`src/rtl/io_channel_controller.sv`:
```
// io_channel_controller: runs one handshake transfer at a time with one of
// CHANNELS attached devices. A transfer raises a registered one-hot strobe,
// waits for that channel's ack, drops the strobe, and waits for the ack to
// fall. Each phase is bounded by a TIMEOUT counter. Every transfer, including
// a rejected one, finishes with a single-cycle DONE state.
module io_channel_controller #(
    parameter int WIDTH    = 16,
    parameter int CHANNELS = 4,
    parameter int CHSEL_W  = 2,
    parameter int TIMEOUT  = 255
) (
    input  logic                      clock,
    input  logic                      reset,
    input  logic                      start,
    input  logic                      dir,
    input  logic [CHSEL_W-1:0]        chan,
    input  logic [WIDTH-1:0]          wdata,
    output logic                      busy,
    output logic                      done,
    output logic                      error,
    output logic                      acc_write,
    output logic [WIDTH-1:0]          rdata,
    output logic [CHANNELS-1:0]       dev_read,
    output logic [CHANNELS-1:0]       dev_write,
    output logic [WIDTH-1:0]          dev_wdata,
    input  logic [CHANNELS*WIDTH-1:0] dev_rdata,
    input  logic [CHANNELS-1:0]       dev_ack
);

    typedef enum logic [1:0] {
        S_IDLE    = 2'd0,
        S_REQ     = 2'd1,
        S_RELEASE = 2'd2,
        S_DONE    = 2'd3
    } state_t;

    // The counter is 16 bits wide because TIMEOUT can be as large as 65535.
    localparam logic [15:0] CNT_LOAD = 16'(TIMEOUT);

    state_t                state_q, state_d;
    logic                  dir_q, dir_d;
    logic [CHSEL_W-1:0]    chan_q, chan_d;
    logic [WIDTH-1:0]      wdata_q, wdata_d;
    logic [WIDTH-1:0]      rdata_q, rdata_d;
    logic [15:0]           cnt_q, cnt_d;
    logic                  err_q, err_d;
    logic [CHANNELS-1:0]   rd_stb_q, rd_stb_d;
    logic [CHANNELS-1:0]   wr_stb_q, wr_stb_d;

    logic                  ack_sel;
    logic [WIDTH-1:0]      rd_sel;
    logic [CHANNELS-1:0]   start_oh;
    logic                  chan_ok;

    // Select the latched channel's ack and data. Acks from the other channels
    // never reach the state machine. Also decode the incoming channel to one-hot.
    always_comb begin
        ack_sel  = 1'b0;
        rd_sel   = '0;
        start_oh = '0;
        for (int k = 0; k < CHANNELS; k++) begin
            if (chan_q == CHSEL_W'(k)) begin
                ack_sel = dev_ack[k];
                rd_sel  = dev_rdata[k*WIDTH +: WIDTH];
            end
            start_oh[k] = (chan == CHSEL_W'(k));
        end
        chan_ok = (32'(chan) < 32'(CHANNELS));
    end

    // Next-state logic. A strobe is only requested while the next state is
    // REQ, so the registered strobe drops in the same cycle the FSM leaves REQ.
    always_comb begin
        state_d  = state_q;
        dir_d    = dir_q;
        chan_d   = chan_q;
        wdata_d  = wdata_q;
        rdata_d  = rdata_q;
        cnt_d    = cnt_q;
        err_d    = err_q;
        rd_stb_d = '0;
        wr_stb_d = '0;
        case (state_q)
            S_IDLE: begin
                if (start) begin
                    if (chan_ok) begin
                        dir_d    = dir;
                        chan_d   = chan;
                        wdata_d  = wdata;
                        cnt_d    = CNT_LOAD;
                        err_d    = 1'b0;
                        state_d  = S_REQ;
                        rd_stb_d = dir ? '0 : start_oh;
                        wr_stb_d = dir ? start_oh : '0;
                    end else begin
                        err_d   = 1'b1;
                        state_d = S_DONE;
                    end
                end
            end
            S_REQ: begin
                if (ack_sel) begin
                    if (!dir_q) rdata_d = rd_sel;
                    cnt_d   = CNT_LOAD;
                    state_d = S_RELEASE;
                end else if (cnt_q == 16'd0) begin
                    err_d   = 1'b1;
                    state_d = S_DONE;
                end else begin
                    cnt_d    = cnt_q - 16'd1;
                    rd_stb_d = rd_stb_q;
                    wr_stb_d = wr_stb_q;
                end
            end
            S_RELEASE: begin
                if (!ack_sel) begin
                    err_d   = 1'b0;
                    state_d = S_DONE;
                end else if (cnt_q == 16'd0) begin
                    err_d   = 1'b1;
                    state_d = S_DONE;
                end else begin
                    cnt_d = cnt_q - 16'd1;
                end
            end
            default: begin
                // DONE never accepts start; the earliest restart is the next cycle.
                state_d = S_IDLE;
            end
        endcase
    end

    // State and datapath registers. An asynchronous reset kills any transfer.
    always_ff @(posedge clock or negedge reset) begin
        if (!reset) begin
            state_q  <= S_IDLE;
            dir_q    <= 1'b0;
            chan_q   <= '0;
            wdata_q  <= '0;
            rdata_q  <= '0;
            cnt_q    <= '0;
            err_q    <= 1'b0;
            rd_stb_q <= '0;
            wr_stb_q <= '0;
        end else begin
            state_q  <= state_d;
            dir_q    <= dir_d;
            chan_q   <= chan_d;
            wdata_q  <= wdata_d;
            rdata_q  <= rdata_d;
            cnt_q    <= cnt_d;
            err_q    <= err_d;
            rd_stb_q <= rd_stb_d;
            wr_stb_q <= wr_stb_d;
        end
    end

    assign busy      = (state_q != S_IDLE);
    assign done      = (state_q == S_DONE);
    assign error     = done & err_q;
    assign acc_write = done & ~dir_q & ~err_q;
    assign rdata     = rdata_q;
    assign dev_read  = rd_stb_q;
    assign dev_write = wr_stb_q;
    assign dev_wdata = wdata_q;

endmodule

```
`config.mk`:
```
export PLATFORM = sky130hd
export DESIGN_NAME = io_channel_controller
export DESIGN_NICKNAME = d
export VERILOG_FILES = /design/src/rtl/io_channel_controller.sv
export SDC_FILE = /design/constraint.sdc
export NUM_CORES = 1
export LEC_CHECK = 0
export BUFFER_PORTS_ARGS = -buffer_cell sky130_fd_sc_hd__buf_2
export CAP_MARGIN = 25
export CORE_ASPECT_RATIO = 1.1
export CORE_MARGIN = 4
export CORE_UTILIZATION = 53
export CTS_CLUSTER_DIAMETER = 40
export DETAILED_ROUTE_END_ITERATION = 6
export PLACE_DENSITY = 0.86
export SYNTH_ARGS = -nofsm -noshare
export SYNTH_HDL_FRONTEND = slang
export SYNTH_SLANG_ARGS = --single-unit
```
`constraint.sdc`:
```
create_clock -name clock -period 5.7 [get_ports clock]
set_input_delay 0.285 -clock clock [delete_from_list [all_inputs] [get_ports clock]]
set_output_delay 0.285 -clock clock [all_outputs]
set_load 0.02 [all_outputs]
```
==> key figures <==
Run status
  – Status: complete, no violations

Layout
  – Fillcell total: 465
  – Layout Cells excl Fill: 498
  – Area growth from synthesis to layout: 27.4%
  – Fraction of final layout cells sized beyond drive strength 1: 49.5%
  – Core Util, Final: 69.3%
  – Final Instance Area: 4260 um2
  – Ant diodes: 0
  – Final net count: 508

STA
  – Final Cycle Share: 46.9%
  – Slew Limit Fails: 0
  – RSZ-0062 raised after global routing: false
  – Tightest Pin Transition: 0.857 ns
  – Max transition margin: 42.9%
  – Post-route minimum period: 2.67 ns
  – Maximum clock rate: 374 MHz
  – Final Hold Fails: 0
  – Final setup viols: 0
  – Final TNS setup: 0 ns
  – Worst setup slack after layout: 3.03 ns
  – Clk_skew: 0.0111 ns

Critical path
  – Reg2Reg Depth: 4
  – Max incr delay on CP: 0.81 ns
  – Worst Setup End Kind: register
  – Worst EP required: 5.93 ns
  – R2r setup slk: 3.03 ns
  – Setup crit end: rdata[13]
  – Slowest stage cell on the critical path: dfrtp_1
  – RR Endpoint: rdata[13]
  – Crit start category: register
  – Setup CP Type: reg2reg
  – Cell Chain, Critical Path: mux4_2 -> nand2_1 -> or2_1 -> mux2_2
  – Crit. Startpoint: chan_q[1]
  – Worst r2r src: chan_q[1]
  – Max FO, Critical Path: 18
  – Worst Path Arrival: 2.91 ns

Floorplanning
  – Starting density of the core: 54.3%
  – Die Height: 91.3 um
  – Io pins: 134
  – Core ar.: 6160 um2
  – Core Rows: 30
  – Die footprint: 7650 um2
  – Die X: 83.8 um

Route
  – Vias/cell: 5.68
  – Vias: 2831
  – DRC violations left: 0
  – Starting DRT DRC Count: 183
  – Pre-antenna DRT Iters: 4
  – WL per Instance: 17.3 um
  – Routed WL: 8590 um
  – Detail Route Antenna Nets: 0

Clock tree
  – CTS sink cnt: 62
  – Post-cts resize count: 0
  – TritonCTS buffer count: 9
  – H-tree depth: 3
  – Post-CTS Setup Bufs: 0
  – Worst skew pair latency: 0.35 ns
  – CTS tree: built
  – Clock root cell: clkbuf_8
  – Clk slew on worst S/H paths: 0.08 ns
  – Max Root-Sink Buffers: 2
  – Hold-fix buffers, CTS: 0

Global routing
  – Vias in the first global route: 2905
  – Remaining Overflow, GRT: 0
  – Initial antenna violation count: 0
  – Largest net degree at the start of global routing: 63
  – Tot GR Track Use: 23.1%
  – First-pass GRT wire length: 14100 um

Pwr
  – Part of the power in registers: 32.8%
  – Max IR drop VDD: 0.419 mV
  – Clock power frac: 16.8%
  – Net Sw Frac: 41.2%
  – Power Dens Cells: 534 nW/um2
  – P_sw: 938 uW
  – Internal: 1340 uW
  – Comb power frac: 50.3%
  – Lkg Pwr: 0.00206 uW

Yosys
  – Yosys warns: 0
  – Post-synthesis sequential area ratio: 46.4%
  – Post-Syn Area: 3350 um2
  – Synth Area in XOR/XNOR: 1.83%
  – Synth top area share: 46.4%
  – Mean Syn Cell Area: 12.0 um2
  – Post-synthesis cell count: 278
  – Post-synth EDFFs: 0
  – Simple-gate portion of the synthesized area: 11.9%
  – Post-synthesis mux area share: 24.1%
  – Synth cell types: 51
  – Synth area leader: dfrtp_1
  – FFs w/ async S/R, synth: 100%
  – Post-Synth Adder-Cell Area: 1.87%
  – Synth Flop Type: dfrtp_1
  – Top post-synthesis cells by area: dfrtp_1, mux4_2, mux2_2
  – Largest family of logic cells by synthesized area: multiplexers
  – Synth Area in Compound Gates: 10.4%
  – FF+latch count, synth: 62
  – Mapped Nets: 373

Place
  – GPL Wtd Cong: 0.903
  – Number of port buffers: 133
  – Placed Area: 4040 um2
  – Pre-CTS worst setup slack: 2.60 ns
  – Placed Cells: 481
  – HPWL after DPL: 6250 um

Flow run
  – Max_cap viols: 0

Hold path
  – Hold WC Path Type: in2async
-- registers in the layout, indices dropped and copies added, names as in the netlist --
name       count
cnt_q         16
dev_wdata     16
rdata         16
dev_read       4
dev_write      4
chan_q         2
state_q        2
dir_q          1
err_q          1
-- power by group through the flow --
stage	sequential, uW	combinational, uW	clock [uW]
floorplan	860	719	0
global placement	764	1060	0
detailed placement	775	1090	0
CTS	770	1100	388
global route	771	1250	412
finish	747	1150	383
-- critical path, delay by kind of cell, from the launching register on --
kind / cells / cell delay (ns)
muxes: 2 / 0.93
and+or+nand+nor: 2 / 0.82
DFF: 1 / 0.81
-- metal layers --
layer | vias to the layer above | global-route usage [%] | routed length, um
met1 | 1387 | 27.7 | 3370
li1 | 1310 | - | -
met2 | 125 | 39.8 | 4410
met5 | - | 0 | 0
met3 | 9 | 6.90 | 721
met4 | 0 | 7.91 | 96
-- area by class of cell --
class,instances,area (um2),share of cell area (%)
Multi-Input combinational cell,195,1680,39.3
Sequential cell,62,1550,36.4
Timing Repair Buffer,135,701,16.4
Clock buffer,9,124,2.90
Tap cell,80,100,2.35
Clock inverter,7,75.1,1.76
Inverter,10,37.5,0.880
-- cell usage in the layout (no fill, tap or decap), types with 2 or more instances in the layout --
cell,count
buf_2,133
dfrtp_1,62
nand2_1,24
mux2_2,23
nor2_1,17
mux4_2,16
a21oi_1,16
o21ai_0,14
inv_1,10
mux2_4,10
clkbuf_8,9
nor3_1,6
nand3_1,5
xnor2_1,5
o41ai_1,5
ha_1,5
and2_1,4
nor4_1,4
o31ai_1,4
clkinv_4,4
nand4_1,3
nand2b_1,3
nor4_2,2
a21o_1,2
a31oi_1,2
xor2_1,2
or2_2,2
a22o_1,2
clkinv_2,2
-- cell families after synthesis --
logic type,Yosys count
AOI/OAI and AO/OA,53
adders and majority gates,5
DFF,62
xor gates and xnor gates,7
and+or+nand+nor,79
muxes,51
buffers and inverters,21
-- stage by stage --
step | power (uW) | hold WS, ns
floorplan | 1580 | -0.0106
global placement | 1820 | 0.454
detailed placement | 1870 | 0.463
CTS | 2260 | 0.127
finish | 2270 | 0.111
global route | 2430 | 0.161
-- how the worst min path moves through the flow --
stage / endpoint / slack (ns) / depth (start not counted)
finish: cnt_q[13] / 0.11 / 2
CTS: chan_q[0] / 0.13 / 2
detailed placement: dev_write[3] / 0.46 / 2
floorplan: chan_q[0] / -0.01 / 0
global placement: dev_write[2] / 0.45 / 2
global route: dev_wdata[10] / 0.16 / 2
-- cells in the mapped netlist (all sizes together) (2+ instances only) --
| library cell | n |
|---|---|
| nor4 | 6 |
| a21o | 2 |
| inv | 10 |
| clkbuf | 3 |
| mux4 | 17 |
| nand4 | 3 |
| o21ai | 14 |
| dfrtp | 62 |
| a22o | 2 |
| mux2 | 33 |
| a21oi | 16 |
| nand3 | 5 |
| buf | 8 |
| nor2 | 18 |
| o211ai | 2 |
| nor3 | 6 |
| xnor2 | 5 |
| ha | 5 |
| nand2 | 24 |
| o41ai | 5 |
| a31oi | 2 |
| o31ai | 4 |
| or2 | 3 |
| xor2 | 2 |
| and2 | 4 |
| nand2b | 3 |
(Power assumes the default switching activity.)
